**config.mk**
```make
export PLATFORM = sky130hd
export DESIGN_NAME = filter_loader
export DESIGN_NICKNAME = d
export VERILOG_FILES = /design/src/rtl/filter_pkg.sv /design/src/rtl/filter_addr_counter.sv /design/src/rtl/filter_loader.sv
export SDC_FILE = /design/constraint.sdc
export NUM_CORES = 1
export LEC_CHECK = 0
export CAP_MARGIN = 15
export CORE_AREA = 2 2 342 344
export DETAILED_ROUTE_END_ITERATION = 7
export DIE_AREA = 0 0 344 346
export PLACE_DENSITY_LB_ADDON = 0.15
export RECOVER_POWER = 25
export SLEW_MARGIN = 5
export SYNTH_ARGS = -nofsm -noshare
export SYNTH_HDL_FRONTEND = slang
export SYNTH_SLANG_ARGS = --single-unit
```
**constraint.sdc**
```tcl
create_clock -name i_clk -period 5.2 [get_ports i_clk]
set_clock_uncertainty 0.05 [all_clocks]
set_input_delay 0.52 -clock i_clk [delete_from_list [all_inputs] [get_ports i_clk]]
set_output_delay 0.52 -clock i_clk [all_outputs]
set_load 0.02 [all_outputs]
```
**src/rtl/filter_pkg.sv**
```systemverilog
// Shared types and sizing for the convolution filter store write side.
package filter_pkg;

    localparam int WIDTH     = 8;
    localparam int K         = 3;
    localparam int C         = 3;
    localparam int N_FILTERS = 4;
    localparam int IDX_W     = 2;

    localparam logic [IDX_W-1:0] ROW_MAX  = IDX_W'(K - 1);
    localparam logic [IDX_W-1:0] COL_MAX  = IDX_W'(K - 1);
    localparam logic [IDX_W-1:0] CHAN_MAX = IDX_W'(C - 1);

    // Indexed [row][col][channel]; each element is one signed weight.
    typedef logic signed [K-1:0][K-1:0][C-1:0][WIDTH-1:0] filter_t;

    typedef enum logic [1:0] {
        IDLE = 2'd0,
        LOAD = 2'd1,
        DONE = 2'd2
    } ld_state_t;

endpackage

```
**src/rtl/filter_addr_counter.sv**
```systemverilog
// Nested column/row/channel write address for one 3x3x3 bank.
// Wraps back to (0,0,0) after the last element so load_all chains banks without a gap.
module filter_addr_counter
    import filter_pkg::*;
(
    input  logic             i_clk,
    input  logic             i_rst,
    input  logic             i_clear,
    input  logic             i_inc,
    output logic [IDX_W-1:0] o_row,
    output logic [IDX_W-1:0] o_col,
    output logic [IDX_W-1:0] o_chan,
    output logic             o_last
);

    logic [IDX_W-1:0] r_row;
    logic [IDX_W-1:0] r_col;
    logic [IDX_W-1:0] r_chan;

    always_ff @(posedge i_clk) begin
        if (i_rst || i_clear) begin
            r_row  <= '0;
            r_col  <= '0;
            r_chan <= '0;
        end else if (i_inc) begin
            if (r_col == COL_MAX) begin
                r_col <= '0;
                if (r_row == ROW_MAX) begin
                    r_row  <= '0;
                    r_chan <= (r_chan == CHAN_MAX) ? '0 : r_chan + 2'd1;
                end else begin
                    r_row <= r_row + 2'd1;
                end
            end else begin
                r_col <= r_col + 2'd1;
            end
        end
    end

    assign o_row  = r_row;
    assign o_col  = r_col;
    assign o_chan = r_chan;
    assign o_last = (r_row == ROW_MAX) && (r_col == COL_MAX) && (r_chan == CHAN_MAX);

endmodule

```
**src/rtl/filter_loader.sv**
```systemverilog
// Streams signed weights into four 3x3x3 filter banks, one bank or all four in turn.
//   state | meaning
//   IDLE  | waiting for start; w_ready low
//   LOAD  | accepting words into the current bank
//   DONE  | one-cycle completion pulse, then back to IDLE
module filter_loader
    import filter_pkg::*;
(
    input  logic                 i_clk,
    input  logic                 i_rst,
    input  logic                 i_start,
    input  logic                 i_load_all,
    input  logic [1:0]           i_load_sel,
    input  logic                 i_w_valid,
    input  logic [WIDTH-1:0]     i_w_data,
    output logic                 o_w_ready,
    output logic                 o_busy,
    output logic                 o_done,
    output logic [N_FILTERS-1:0] o_bank_valid,
    output filter_t              o_filtro1,
    output filter_t              o_filtro2,
    output filter_t              o_filtro3,
    output filter_t              o_filtro4
);

    ld_state_t            r_state;
    ld_state_t            w_state_nxt;
    logic                 r_all;
    logic [1:0]           r_bank;
    logic [N_FILTERS-1:0] r_bank_valid;
    filter_t              r_filt [N_FILTERS];

    logic [IDX_W-1:0]     w_row;
    logic [IDX_W-1:0]     w_col;
    logic [IDX_W-1:0]     w_chan;
    logic                 w_last;
    logic                 w_ready;
    logic                 w_launch;
    logic                 w_accept;
    logic                 w_load_end;
    logic [N_FILTERS-1:0] w_clr_mask;

    assign w_ready    = (r_state == LOAD);
    assign w_launch   = (r_state == IDLE) && i_start;
    assign w_accept   = w_ready && i_w_valid;
    assign w_load_end = w_accept && w_last && (!r_all || (r_bank == 2'd3));
    assign w_clr_mask = i_load_all ? {N_FILTERS{1'b1}} : (4'b0001 << i_load_sel);

    filter_addr_counter u_addr (
        .i_clk   (i_clk),
        .i_rst   (i_rst),
        .i_clear (w_launch),
        .i_inc   (w_accept),
        .o_row   (w_row),
        .o_col   (w_col),
        .o_chan  (w_chan),
        .o_last  (w_last)
    );

    always_ff @(posedge i_clk) begin
        if (i_rst) r_state <= IDLE;
        else       r_state <= w_state_nxt;
    end

    always_comb begin
        w_state_nxt = r_state;
        case (r_state)
            IDLE:    if (i_start) w_state_nxt = LOAD;
            LOAD:    if (w_load_end) w_state_nxt = DONE;
            DONE:    w_state_nxt = IDLE;
            default: w_state_nxt = IDLE;
        endcase
    end

    // Launch and accept are mutually exclusive (IDLE vs LOAD), so both may touch r_bank_valid.
    always_ff @(posedge i_clk) begin
        if (i_rst) begin
            r_all        <= 1'b0;
            r_bank       <= '0;
            r_bank_valid <= '0;
            for (int n = 0; n < N_FILTERS; n++) r_filt[n] <= '0;
        end else begin
            if (w_launch) begin
                r_all        <= i_load_all;
                r_bank       <= i_load_all ? 2'd0 : i_load_sel;
                r_bank_valid <= r_bank_valid & ~w_clr_mask;
            end
            if (w_accept) begin
                r_filt[r_bank][w_row][w_col][w_chan] <= i_w_data;
                if (w_last) begin
                    r_bank_valid[r_bank] <= 1'b1;
                    if (r_all && (r_bank != 2'd3)) r_bank <= r_bank + 2'd1;
                end
            end
        end
    end

    assign o_w_ready    = w_ready;
    assign o_busy       = (r_state != IDLE);
    assign o_done       = (r_state == DONE);
    assign o_bank_valid = r_bank_valid;
    assign o_filtro1    = r_filt[0];
    assign o_filtro2    = r_filt[1];
    assign o_filtro3    = r_filt[2];
    assign o_filtro4    = r_filt[3];

endmodule

```
**After elaboration in Yosys (flattened, before gate mapping)**

Memory sizes are Yosys's and may differ from the RTL's.
Index checks and enable logic that the tools add are counted.

- Register bits after elaboration: 15
- Bits in latches: 0
- Memory bits (writable): 864
- ROM bits: 0
- Output and inout port bits: 871
- Word-level logic and storage cells: 85
- Memories: 1

- $add $sub $neg: 4
- Multiply operators: 0
- Divide/modulo/power cells: 0
- Magnitude comparators: 8
- Eq/ne operators: 9
- Shift-type cells: 1
- Multiplexer cells: 32
- Bitwise logic cells: 3
- Reductions and logical operators: 20

Memories:

| name | depth | bits a word | read ports | clocked after Yosys merged registers in | write ports | line | text |
|---|---|---|---|---|---|---|---|
| r_filt | 4 | 216 | 4 | 0 | 4 | filter_loader.sv:31 | `filter_t r_filt [N_FILTERS];` |

Operators by type and width:

| cell | number |
|---|---|
| two-way mux 216 bit | 3 |
| OR reduction 216 bit | 1 |
| demux 72 bit (select 2 bit) | 1 |
| two-way mux 72 bit | 1 |
| demux 24 bit (select 2 bit) | 1 |
| two-way mux 24 bit | 1 |
| two-way mux 2 bit | 11 |
| two-way mux 4 bit | 5 |
| demux 8 bit (select 2 bit) | 1 |
| < comparator 2 x 3 -> 1 bit (second input constant) | 4 |
| logical AND 1 bit | 11 |
| == test 2 bit (second input constant) | 5 |
| adder 2 x 1 -> 2 bit (second input constant) | 4 |
| >= comparator 2 x 1 -> 1 bit (second input constant) | 4 |
| two-way mux 8 bit | 1 |
| two-way mux 1 bit | 5 |
| AND 4 bit | 1 |
| != test 2 bit (second input constant) | 2 |
| NOT 4 bit | 1 |
| OR 4 bit | 1 |
| case mux 2 bit (2 select lines) | 1 |
| AND reduction 2 bit | 2 |
| << shifter 1 x 2 -> 4 bit (first input constant) | 1 |
| AND reduction 3 bit | 1 |
| 7 further kinds | 8 |

**Logic depth before layout (Yosys ltp)**

Gate-level depths: netlist of run 1.

- Word-level depth: 11
- Depth in mapped cells: 9
- Gate-level depth less buffers: 5

**Cells and area by module**

From an unflattened synthesis of run 1, not the netlist that was laid out.

- Cells, all modules: 2,041
- Area, all modules: 33,846.2 µm²

By module, submodules not included:

| module | times used | cells each | area an instance (µm²) | seq. area each (µm²) |
|---|---|---|---|---|
| filter_loader | 1 | 2,010 | 33,565.9 | 26,125.1 |
| filter_addr_counter | 1 | 31 | 280.3 | 120.1 |

**Worst setup path after synthesis of run 1**

Ideal clock, no wire load.

- Path type: in2reg
- Start point: input i_rst
- End point: memory r_filt[3][144] in the netlist's numbering (enable)
- Arrival: 2.341 ns
- Required time: 4.775 ns
- Slack: 2.434 ns
- Cell stages on the path: 5
- Cell sequence: nand3b_1 > nor4_2 > a21oi_2 > clkbuf_1 > a21oi_1

RTL lines:

| element | line | text |
|---|---|---|
| start: declaration | filter_loader.sv:10 | `input logic i_rst,` |
| end: declaration | filter_loader.sv:31 |  |

==> results by group, run 1 <==
Outcome
  • Result of the run: complete, no violations

Global routing
  • Number of antenna violations at the first check in global routing: 6
  • Aggregate global routing overflow: 0
  • Via count of the first global-routing pass: between 20000 and 25000
  • First-pass GRT wire length: between 150000 and 200000 um
  • GRT Util Overall: 0.225
  • Pin count of the biggest net entering global routing: ~150

Critical path
  • Reg-to-reg critical path startpoint: u_addr.o_chan[0]
  • Startpoint type of the worst setup path: flop
  • Max stage delay on crit path: between 0.7 and 0.8 ns
  • Chain of cells forming the critical path: nor4bb_1 > nand3_1 > o31ai_4 > buf_4 > o31ai_4 > buf_4 > o21bai_1
  • Category of the critical setup timing path: flop to flop
  • Beginning of the critical path: u_addr.o_chan[0]
  • WP data arrival: 4.01 ns
  • Slowest-stage cell, CP: sky130_fd_sc_hd__o21bai_1
  • Nature of the critical path endpoint: flop
  • Worst endpoint required time: 5.45 ns
  • Maximum fanout along the worst path: 16

STA
  • Max Clock Freq: 0.266 GHz
  • Setup TNS Final: 0 ns
  • Max-Slew Margin vs Limit: 0.210
  • Final-report setup violation count: 0
  • Number of pins with negative max-slew slack in the final report: 0
  • Final Hold Fails: 0
  • Setup repair after global routing missed its margin: false
  • Period utilization: 0.722
  • Worst slew pin tran: 1.18 ns
  • Setup slack of the critical path after layout: 1.44 ns
  • Time the final worst path needs with I/O delays and setup: ~3.8 ns

Route
  • Initial DRC Count: a little under 2000
  • Detailed-router iteration count before antenna repair: 5
  • Avg WL per Cell: about 31 um
  • Detail-routed via count per cell: 4.85
  • Via count: between 20000 and 25000
  • DRC: 0
  • Antenna Nets Post-Route: 0
  • Total detailed-routing wirelength: 138000 um

Final layout
  • Area added between synthesis and finish: 43.2%
  • Layout cells sized above 1: 0.0921
  • Count of filler cells inserted in the layout: 10713
  • Finished Cell Area: ~0.046 mm^2
  • Post-layout net count: between 2000 and 3000

Clock tree
  • Setup bufs post-CTS: 0
  • Clk slew on worst S/H paths: 0.06 ns
  • Maximum root-to-sink buffer count: 3
  • Number of sinks on the clock net: 879
  • Number of cells upsized or downsized after cts: 0
  • TritonCTS buffer count: 95
  • Hold_buf cts: 0
  • Clock latency at the later pin of the worst-skew pair: 0.67 ns
  • Number of H-tree levels: 3
  • Clock Tree Root: sky130_fd_sc_hd__clkbuf_16
  • CTS tree: yes

Synth
  • Arithmetic-cell share of the synthesized area counting full adders, half adders and majority gates: 0.00156
  • Number of synthesized flops with an enable pin: around 860
  • Commonest register cell after synthesis: sky130_fd_sc_hd__edfxtp_1
  • Combinational family with the most area after synthesis: simple AND/OR/NAND/NOR gates
  • Per-instance average area after synthesis: 16.0 um^2
  • Count of cell types in the netlist: 49
  • Number of warnings issued by yosys: 0
  • Post-synth top area share: 0.809
  • Post-synthesis simple-gate area fraction: 0.106
  • Synth Area in Compound Gates: 0.0462
  • XOR/XNOR share of the synthesized area: 0.000819
  • Number of nets produced by synthesis: 2019
  • Asr flop ratio synth: 0
  • Cell accounting for the most synthesized area: sky130_fd_sc_hd__edfxtp_1
  • Synthesized flop and latch total: a little under 900
  • Synth top area cells: sky130_fd_sc_hd__edfxtp_1, sky130_fd_sc_hd__nor3_1, sky130_fd_sc_hd__nor2_1
  • Portion of netlist area occupied by mux cells: 0.000624
  • Portion of the post-synthesis area used by sequential elements: 0.819
  • Cell area after synthesis: 0.0321 mm^2
  • Number of cells produced by synthesis: 2000

Pwr
  • Total power divided by cell area: 353 mW/mm^2
  • Cell Int Power: 0.0121 W
  • Part of the total power dissipated in sequential elements: 0.506
  • Fraction of power consumed by combinational cells: 0.098
  • Switching power of the nets: 0.00408 W
  • Net Sw Frac: 0.252
  • Share of total power in the clock network: 0.396
  • Worst voltage drop across the vdd grid: 0.248 mV
  • Standby leakage power: around 17 nW

Place
  • Worst setup timing slack at the placement stage: 1.07 ns
  • Cell Area, Placed: 0.0430 mm^2
  • GPL Wtd Cong: between 0.8 and 0.9
  • Number of buffers added on ports: 885
  • Final HPWL DP: between 90000 and 100000 um

Floorplan
  • Die span in y: 346 um
  • Floorplan die area: between 0.1 and 0.15 mm^2
  • IO Pins: 886
  • Number of rows in the core area: approximately 130
  • Starting Density: 0.278
  • Floorplan die width: 344 um
  • Core area: between 0.1 and 0.15 mm^2

Flow run
  • Max-cap viol count: 0

Hold path
  • Class of the most critical hold timing path: input pin to flop
  • Worst hold start: i_rst
area by class of cell:
class,instances,area (um^2),share of cell area
clock inverters,59,473,0.0103
inverters,7,26.3,0.000572
well taps,1524,1910,0.0415
clock buffers,108,2430,0.0528
multi-input cells,935,5320,0.116
diodes,2,5.00,0.000109
repair buffers,966,9510,0.207
flip-flops and latches,879,26200,0.572
flip-flops by register name, summed over array words and instances, names as in the netlist:
register / cells
r_all: 1
r_bank: 2
u_addr.o_col: 2
u_addr.o_row: 2
r_state: 2
r_filt: 864
u_addr.o_chan: 2
o_bank_valid: 4
worst paths after layout:
path | cells past startpoint | slack, ns | end
max | 7 | 1.44 | r_filt[2][196]
min | 2 | 0.20 | o_bank_valid[3]
max reg2reg | 7 | 1.44 | r_filt[2][196]
min reg2reg | 2 | 0.42 | o_bank_valid[3]
cells in the final DEF (no fill, tap or decap), types with 5 or more instances in the layout:
| cell type | netlist | layout |
|---|---|---|
| sky130_fd_sc_hd__nand2_1 | 30 | 18 |
| sky130_fd_sc_hd__clkinv_2 | 0 | 14 |
| sky130_fd_sc_hd__a21oi_1 | 62 | 44 |
| sky130_fd_sc_hd__edfxtp_1 | 864 | 864 |
| sky130_fd_sc_hd__clkinv_1 | 1 | 29 |
| sky130_fd_sc_hd__nor2b_1 | 7 | 7 |
| sky130_fd_sc_hd__o21bai_1 | 79 | 77 |
| sky130_fd_sc_hd__inv_1 | 6 | 6 |
| sky130_fd_sc_hd__dlygate4sd3_1 | 0 | 622 |
| sky130_fd_sc_hd__nor2_1 | 341 | 339 |
| sky130_fd_sc_hd__nand2_2 | 0 | 12 |
| sky130_fd_sc_hd__o311ai_4 | 10 | 12 |
| sky130_fd_sc_hd__clkinvlp_4 | 0 | 5 |
| sky130_fd_sc_hd__nor3_1 | 328 | 328 |
| sky130_fd_sc_hd__buf_4 | 21 | 72 |
| sky130_fd_sc_hd__a21oi_4 | 0 | 26 |
| sky130_fd_sc_hd__clkbuf_1 | 111 | 17 |
| sky130_fd_sc_hd__dfxtp_1 | 15 | 15 |
| sky130_fd_sc_hd__o21ai_0 | 6 | 6 |
| sky130_fd_sc_hd__clkdlybuf4s50_1 | 0 | 262 |
| sky130_fd_sc_hd__and2_1 | 9 | 9 |
| sky130_fd_sc_hd__clkbuf_16 | 0 | 95 |
routing by layer:
metal | up-vias | track usage | routed length, um
met5 | - | 0 | 12
met4 | 2 | 0.0743 | 4250
met3 | 179 | 0.0564 | 10200
met2 | 959 | 0.395 | 70700
met1 | 11365 | 0.268 | 52800
li1 | 9213 | - | -
cells by family after synthesis:
family / Yosys count
DFF: 879
and+or+nand+nor: 745
buffers and inverters: 186
AOI/OAI and AO/OA: 181
adders and majority gates: 4
xor gates and xnor gates: 3
muxes: 2
through the flow:
| step | power, W | std cells | utilization | hold slack [ns] |
|---|---|---|---|---|
| after global placement | 0.0100 | 4307 | 0.373 | 0.394 |
| final | 0.0162 | 4480 | 0.398 | 0.198 |
| after floorplan | 0.00903 | 2000 | - | 0.382 |
| after global routing | 0.0167 | 4479 | 0.398 | 0.166 |
| after CTS | 0.0165 | 4477 | 0.398 | 0.123 |
| after detailed placement | 0.0100 | 4310 | 0.373 | 0.413 |
critical path: cells and delay by family (launching register included):
family	cells	cell delay, ns
DFF	1	0.67
and+or+nand+nor	2	0.71
AOI/OAI and AO/OA	3	1.13
buffers and inverters	2	0.81
Yosys cell counts (2+ instances only):
cell and n:
sky130_fd_sc_hd__nor2_1 341, sky130_fd_sc_hd__inv_1 6, sky130_fd_sc_hd__nand2_1 30, sky130_fd_sc_hd__o31ai_2 3
sky130_fd_sc_hd__nand3b_1 4, sky130_fd_sc_hd__nor3_1 328, sky130_fd_sc_hd__nor2b_1 7, sky130_fd_sc_hd__a21oi_1 62
sky130_fd_sc_hd__buf_2 46, sky130_fd_sc_hd__o311ai_4 10, sky130_fd_sc_hd__and3_1 2, sky130_fd_sc_hd__o311ai_2 2
sky130_fd_sc_hd__nand3_1 3, sky130_fd_sc_hd__o21bai_1 79, sky130_fd_sc_hd__nand2b_1 2, sky130_fd_sc_hd__xor2_1 2
sky130_fd_sc_hd__buf_4 21, sky130_fd_sc_hd__and2_1 9, sky130_fd_sc_hd__a21oi_2 8, sky130_fd_sc_hd__dfxtp_1 15
sky130_fd_sc_hd__nor2_2 2, sky130_fd_sc_hd__nor3b_1 4, sky130_fd_sc_hd__edfxtp_1 864, sky130_fd_sc_hd__o21ai_0 6
sky130_fd_sc_hd__a22oi_1 2, sky130_fd_sc_hd__a21o_1 2, sky130_fd_sc_hd__and4bb_1 2, sky130_fd_sc_hd__clkbuf_1 111
sky130_fd_sc_hd__ha_1 4, sky130_fd_sc_hd__a211oi_1 2, sky130_fd_sc_hd__mux2i_1 2, sky130_fd_sc_hd__and4bb_2 2
power by group through the flow:
stage,registers [W],clock network (W),logic [W]
floorplan,0.00870,0,0.000333
global placement,0.00835,0,0.00168
detailed placement,0.00835,0,0.00169
CTS,0.00821,0.00655,0.00170
global route,0.00822,0.00681,0.00165
finish,0.00819,0.00642,0.00160
(Power assumes the default switching activity.)
==> run 2: changes to the inputs <==
CORE_AREA = 2 2 349 351   (was 2 2 342 344)
DIE_AREA = 0 0 351 353   (was 0 0 344 346)
clock period = 3.1 ns   (was 5.2 ns; I/O delays follow)
==> run 2 against run 1 <==
Clock-buffer cell count rose by 8. Wire length rose by 2.6%. Fmax rose by 27%. Critical endpoint is now r_filt[3][190]. Largest power group unchanged.
==> results by group, run 2 (synthesized netlist as in run 1, its figures left out) <==
Outcome
  • Result of the run: complete, no violations

Route
  • Detail-routed via count per cell: 4.69 (-3.3%)
  • DRC: 0 (unchanged)
  • Total detailed-routing wirelength: 142000 um (+2.6%)
  • Avg WL per Cell: 29.7 um (-3.7%)
  • Via count: 22375 (+3.0%)
  • Initial DRC Count: 1822 (-5.9%)
  • Detailed-router iteration count before antenna repair: 5 (unchanged)
  • Antenna Nets Post-Route: 0 (unchanged)

Final layout
  • Flip-flop count of the largest register, all copies and words added: 864 (unchanged)
  • Post-layout net count: 3082 (+6.2%)
  • Area added between synthesis and finish: 50.4%
  • Commonest non-fill, non-tap cell in the layout: sky130_fd_sc_hd__edfxtp_1
  • Post-route core utilization: 0.400 (+0.00208)
  • Reg with most FFs: r_filt
  • Layout cells sized above 1: 0.152 (+0.0600)
  • Finished Cell Area: 0.0482 mm^2 (+5.0%)
  • Commonest cells after routing, fill and taps aside: sky130_fd_sc_hd__edfxtp_1, sky130_fd_sc_hd__dlygate4sd3_1, sky130_fd_sc_hd__nor2_1

STA
  • Final-report setup violation count: 0 (unchanged)
  • Max-Slew Margin vs Limit: 0.321 (+0.111)
  • Final Hold Fails: 0 (unchanged)
  • Setup repair after global routing missed its margin: false
  • Period utilization: 0.951 (+0.228)
  • Hold slack final: 0.0840 ns (-0.114 ns)
  • Worst slew pin tran: 1.02 ns (-0.162 ns)
  • Number of pins with negative max-slew slack in the final report: 0 (unchanged)
  • Max Clock Freq: 0.339 GHz (+27%)
  • Time the final worst path needs with I/O delays and setup: 2.95 ns (-0.809 ns)

Floorplan
  • Floorplan die area: 0.124 mm^2 (+4.1%)
  • Number of rows in the core area: 128 (+2.4%)
  • Starting Density: 0.266 (-0.0119)
  • Core area: 0.121 mm^2 (+4.5%)
  • Floorplan die width: 351 um (+2.0%)
  • IO Pins: 886 (unchanged)
  • Die span in y: 353 um (+2.0%)

Pwr
  • Worst voltage drop across the vdd grid: 0.520 mV (+110%)
  • Standby leakage power: 17.7 nW (+7.4%)
  • Total power divided by cell area: 583 mW/mm^2 (+65%)

Clock tree
  • Clk slew on worst S/H paths: 0.06 ns (about the same)
  • TritonCTS buffer count: 96 (+1.1%)
  • Clock Tree Root: sky130_fd_sc_hd__clkbuf_16
  • CTS tree: yes
  • Number of sinks on the clock net: 879 (unchanged)
  • Maximum root-to-sink buffer count: 3 (unchanged)
  • Clock latency at the later pin of the worst-skew pair: 0.69 ns (+0.02 ns)
  • Number of H-tree levels: 3 (unchanged)

Critical path
  • Critical path depth in cells: 8 (+1)
  • Most used cell along the critical path: sky130_fd_sc_hd__buf_4
  • Startpoint type of the worst setup path: flop
  • Category of the critical setup timing path: flop to flop
  • Worst reg-to-reg path cell count: 8 (+1)
  • Max stage delay on crit path: 0.46 ns (-0.28 ns)
  • Worst endpoint required time: 3.44 ns (-2.01 ns)
  • Slowest-stage cell, CP: sky130_fd_sc_hd__dfxtp_1
  • Nature of the critical path endpoint: flop
  • Chain of cells forming the critical path: and4bb_1 > nand2_1 > o2111ai_4 > buf_4 > or3_1 > buf_12 > a21oi_1 > buf_4
  • Maximum fanout along the worst path: 35 (+19)
  • Sum of buffers and inverters on the critical path: 3 (+1)
  • Cell family with the largest share of critical-path delay: simple AND/OR/NAND/NOR gates
  • WP data arrival: 3.28 ns (-0.73 ns)

Place
  • Cell Area, Placed: 0.0450 mm^2 (+4.5%)
  • Final HPWL DP: 102000 um (+4.3%)
  • Number of buffers added on ports: 885 (unchanged)
  • GPL Wtd Cong: 0.828 (+0.66%)

Global routing
  • Aggregate global routing overflow: 0 (unchanged)
  • First-pass GRT wire length: 190000 um (+2.6%)
  • Via count of the first global-routing pass: 22443 (+4.7%)
  • GRT Util Overall: 0.224 (-0.00168)
  • Pin count of the biggest net entering global routing: 116 (-22%)
  • Number of antenna violations at the first check in global routing: 6 (unchanged)

Flow run
  • Max-cap viol count: 0 (unchanged)

Hold path
  • Depth of the worst hold-timing path: 3 (+1)
  • Class of the most critical hold timing path: input pin to flop
==> run 2: changes by cell type in the layout (fill, tap and decap cells not counted), moves of 3 or more <==
cell	change
sky130_fd_sc_hd__buf_4	+136
sky130_fd_sc_hd__buf_12	+41
sky130_fd_sc_hd__clkdlybuf4s50_1	-9
sky130_fd_sc_hd__clkinv_1	-9
sky130_fd_sc_hd__dlygate4sd3_1	+9
sky130_fd_sc_hd__clkinv_2	+7
sky130_fd_sc_hd__bufinv_16	+6
sky130_fd_sc_hd__dfxtp_1	-6
sky130_fd_sc_hd__dfxtp_2	+6
sky130_fd_sc_hd__clkbuf_1	+4
sky130_fd_sc_hd__a21oi_2	+3
==> run 2: what timing repair did <==
action / 4_1_cts / 5_1_grt
setup endpoints to repair: 523 / 600
hold buffers: 0 / 0
buffers inserted: 3 / 0
gates cloned: 0 / 0
pin swaps: 1 / 0
gates resized for setup: 6 / 9
==> run 2: path summary, 6_finish.rpt <==
kind                     to  slack (ns)       start
max reg2reg  r_filt[3][190]        0.15  r_state[1]
min          r_filt[2][143]        0.08       i_rst
min reg2reg           r_all        0.41       r_all
max          r_filt[3][190]        0.15  r_state[1]
==> run 2: per-stage QoR <==
step / total power [W] / cells / setup slack (ns) / TNS [ns]
finish: 0.0281 / 4773 / 0.153 / 0
global route: 0.0290 / 4770 / 0.0259 / 0
CTS: 0.0286 / 4769 / 0.00738 / 0
detailed placement: 0.0171 / 4587 / -0.480 / -117.08
global placement: 0.0170 / 4585 / -0.477 / -113.55
floorplan: 0.0152 / 2000 / 0.384 / 0
==> run 2: area by class of cell <==
class | count | area [um^2]
fill | 11139 | 72400
clock buffer | 116 | 2520
antenna | 4 | 10.0
timing repair buffer | 1144 | 11400
sequential | 879 | 26300
multi-input combinational | 935 | 5340
clock inverter | 63 | 663
inverter | 7 | 26.3
tap | 1625 | 2030
==> run 2: report_power, final <==
| group | internal [W] | switching [W] | leakage, nW |
|---|---|---|---|
| registers | 0.0135 | 0.000180 | 9.05 |
| clock network | 0.00666 | 0.00484 | 1.54 |
| logic | 0.000992 | 0.00191 | 7.15 |
==> run 2: worst reg2reg max path: stages (launching register included) <==
cell	delay (ns)
sky130_fd_sc_hd__dfxtp_1	0.46
sky130_fd_sc_hd__and4bb_1	0.29
sky130_fd_sc_hd__nand2_1	0.16
sky130_fd_sc_hd__o2111ai_4	0.17
sky130_fd_sc_hd__buf_4	0.30
sky130_fd_sc_hd__or3_1	0.44
sky130_fd_sc_hd__buf_12	0.20
sky130_fd_sc_hd__a21oi_1	0.33
sky130_fd_sc_hd__buf_4	0.25
==> run 2: per-layer routing <==
layer / GRT usage / up-vias / part of all wire
met5: 0 / - / 0.000078
met4: 0.0774 / 2 / 0.033
met3: 0.0639 / 207 / 0.086
met2: 0.385 / 1060 / 0.50
met1: 0.266 / 11522 / 0.38
li1: - / 9584 / -
==> run 3: changes to the inputs <==
SETUP_SLACK_MARGIN = 0.5   (was default)
==> run 3 against run 2 <==
Global-route usage is 0.056 points higher. Combinational power rose by 1%. Core utilization grew 0.40 points. Sequential share of layout area decreased by 0.51 points. Critical path depth is 4 lower. Flip-flop and latch count unchanged. Die area is the same. Worst setup slack better by 0.31 ns. Via count decreased by 0.39%. Clock power increased by 3%. Register-to-register slack better by 0.32 ns.
==> results by group, run 3 (synthesized netlist as in run 1, its figures left out) <==
Outcome
  • Result of the run: complete, no violations

Global routing
  • GRT Util Overall: 0.224 (+0.000564)
  • Number of antenna violations at the first check in global routing: 3 (-3)
  • First-pass GRT wire length: 191000 um (+0.39%)
  • Aggregate global routing overflow: 0 (unchanged)
  • Pin count of the biggest net entering global routing: 50 (-57%)
  • Via count of the first global-routing pass: 22440 (-0.013%)

Pwr
  • Total power divided by cell area: 587 mW/mm^2 (+0.71%)
  • Overall Power: 0.0286 W (+1.7%)
  • Worst voltage drop across the vdd grid: 0.416 mV (-20%)
  • Standby leakage power: 18.0 nW (+1.3%)

STA
  • Worst slew pin tran: 1.09 ns (+0.0756 ns)
  • Number of pins with negative max-slew slack in the final report: 0 (unchanged)
  • Hold slack final: 0.217 ns (+0.133 ns)
  • Final-report setup violation count: 0 (unchanged)
  • Max-Slew Margin vs Limit: 0.271 (-0.0504)
  • Max Clock Freq: 0.379 GHz (+12%)
  • Setup repair after global routing missed its margin: false
  • Time the final worst path needs with I/O delays and setup: 2.64 ns (-0.307 ns)
  • Setup TNS Final: 0 ns (unchanged)
  • Period utilization: 0.852 (-0.0989)
  • Setup slack of the critical path after layout: 0.460 ns (+0.307 ns)
  • Final Hold Fails: 0 (unchanged)

Critical path
  • Nature of the critical path endpoint: output pin
  • Chain of cells forming the critical path: clkbuf_1 > nor2_1 > inv_1 > clkdlybuf4s50_1
  • WP data arrival: 2.28 ns (-1.00 ns)
  • Max stage delay on crit path: 0.67 ns (+0.21 ns)
  • Maximum fanout along the worst path: 5 (-86%)
  • Category of the critical setup timing path: flop to output pin
  • Sum of buffers and inverters on the critical path: 3 (unchanged)
  • Worst endpoint required time: 2.74 ns (-0.70 ns)
  • Startpoint type of the worst setup path: flop
  • Setup slack, reg-to-reg: 0.47 ns (+0.32 ns)
  • Slowest-stage cell, CP: sky130_fd_sc_hd__clkdlybuf4s50_1
  • Cell family with the largest share of critical-path delay: buffers and inverters

Clock tree
  • Number of H-tree levels: 3 (unchanged)
  • Clock Tree Root: sky130_fd_sc_hd__clkbuf_16
  • Clock latency at the later pin of the worst-skew pair: 0.69 ns (about the same)
  • TritonCTS buffer count: 96 (unchanged)
  • Maximum root-to-sink buffer count: 3 (unchanged)
  • CTS tree: yes
  • Hold_buf cts: 0 (unchanged)
  • Clk slew on worst S/H paths: 0.06 ns (about the same)
  • Number of sinks on the clock net: 879 (unchanged)

Place
  • Number of buffers added on ports: 885 (unchanged)
  • GPL Wtd Cong: 0.818 (-1.2%)
  • Worst setup timing slack at the placement stage: -0.0423 ns (+0.438 ns)
  • Final HPWL DP: 101000 um (-0.86%)

Route
  • Detailed-router iteration count before antenna repair: 5 (unchanged)
  • Total detailed-routing wirelength: 143000 um (+1.4%)
  • Initial DRC Count: 1746 (-4.2%)
  • DRC: 0 (unchanged)
  • Detail-routed via count per cell: 4.66 (-0.64%)
  • Antenna Nets Post-Route: 0 (unchanged)
  • Via count: 22288 (-0.39%)
  • Avg WL per Cell: 30.0 um (+1.1%)

Final layout
  • Commonest non-fill, non-tap cell in the layout: sky130_fd_sc_hd__edfxtp_1
  • Layout cells sized above 1: 0.161 (+0.00877)
  • Post-layout net count: 3099 (+0.55%)
  • Post-route core utilization: 0.404 (+0.00398)
  • Flip-flop count of the largest register, all copies and words added: 864 (unchanged)
  • Reg with most FFs: r_filt
  • Area added between synthesis and finish: 51.9%
  • Commonest cells after routing, fill and taps aside: sky130_fd_sc_hd__edfxtp_1, sky130_fd_sc_hd__dlygate4sd3_1, sky130_fd_sc_hd__nor2_1

Floorplan
  • Core area: 0.121 mm^2 (unchanged)
  • Die span in y: 353 um (unchanged)
  • Floorplan die area: 0.124 mm^2 (unchanged)
  • Floorplan die width: 351 um (unchanged)
  • Starting Density: 0.266 (unchanged)
  • IO Pins: 886 (unchanged)
  • Number of rows in the core area: 128 (unchanged)

Flow run
  • Max-cap viol count: 0 (unchanged)

Hold path
  • Class of the most critical hold timing path: input pin to flop
[run 3: layout make-up]
cell class | instances | area (um^2)
fill | 11063 | 71900
sequential | 879 | 26300
timing repair buffer | 1161 | 11600
multi-input combinational | 935 | 5470
clock buffer | 117 | 2500
tap | 1625 | 2030
clock inverter | 60 | 772
inverter | 7 | 26.3
antenna | 1 | 2.50
[run 3: power by group]
group          leakage [nW]  internal, W  switching (W)
Sequential             9.05       0.0135       0.000178
Combinational          7.34      0.00101        0.00193
Clock                  1.58      0.00703        0.00491
Total                  18.0       0.0216        0.00702
[run 3: path summary, 6_finish.rpt]
check                   from             end  cells after the start
setup reg to reg  r_state[1]  r_filt[3][213]                      7
setup / recovery  r_state[1]          o_busy                      4
hold reg to reg        r_all           r_all                      2
hold / removal       i_start           r_all                      3
[run 3: tightest hold or removal path, delay by kind of cell]
kind | cells | cell delay, ns
buf+inv | 1 | 0.43
simple gates | 1 | 0.09
compound gates | 1 | 0.06
[run 3: repair_timing]
item / in CTS / in global routing
pin swaps: 2 / 6
gates cloned: 1 / 6
endpoints found under the setup margin: 1586 / 1240
setup buffers: 3 / 13
gates resized for setup: 17 / 35
[run 3: per-stage QoR]
| stage | std cells | cell area, um^2 |
|---|---|---|
| 2_1_floorplan | 2000 | 32100 |
| 3_3_place_gp | 4584 | 44900 |
| 3_5_place_dp | 4584 | 44900 |
| 4_1_cts | 4765 | 48300 |
| 5_1_grt | 4785 | 48700 |
| 6_report | 4785 | 48700 |
[run 3: layer usage]
layer,up-vias,global-route usage,part of all wire
met2,993,0.394,0.51
met1,11503,0.267,0.38
li1,9592,-,-
met3,198,0.0575,0.074
met4,2,0.0687,0.030
met5,-,0,0.000077
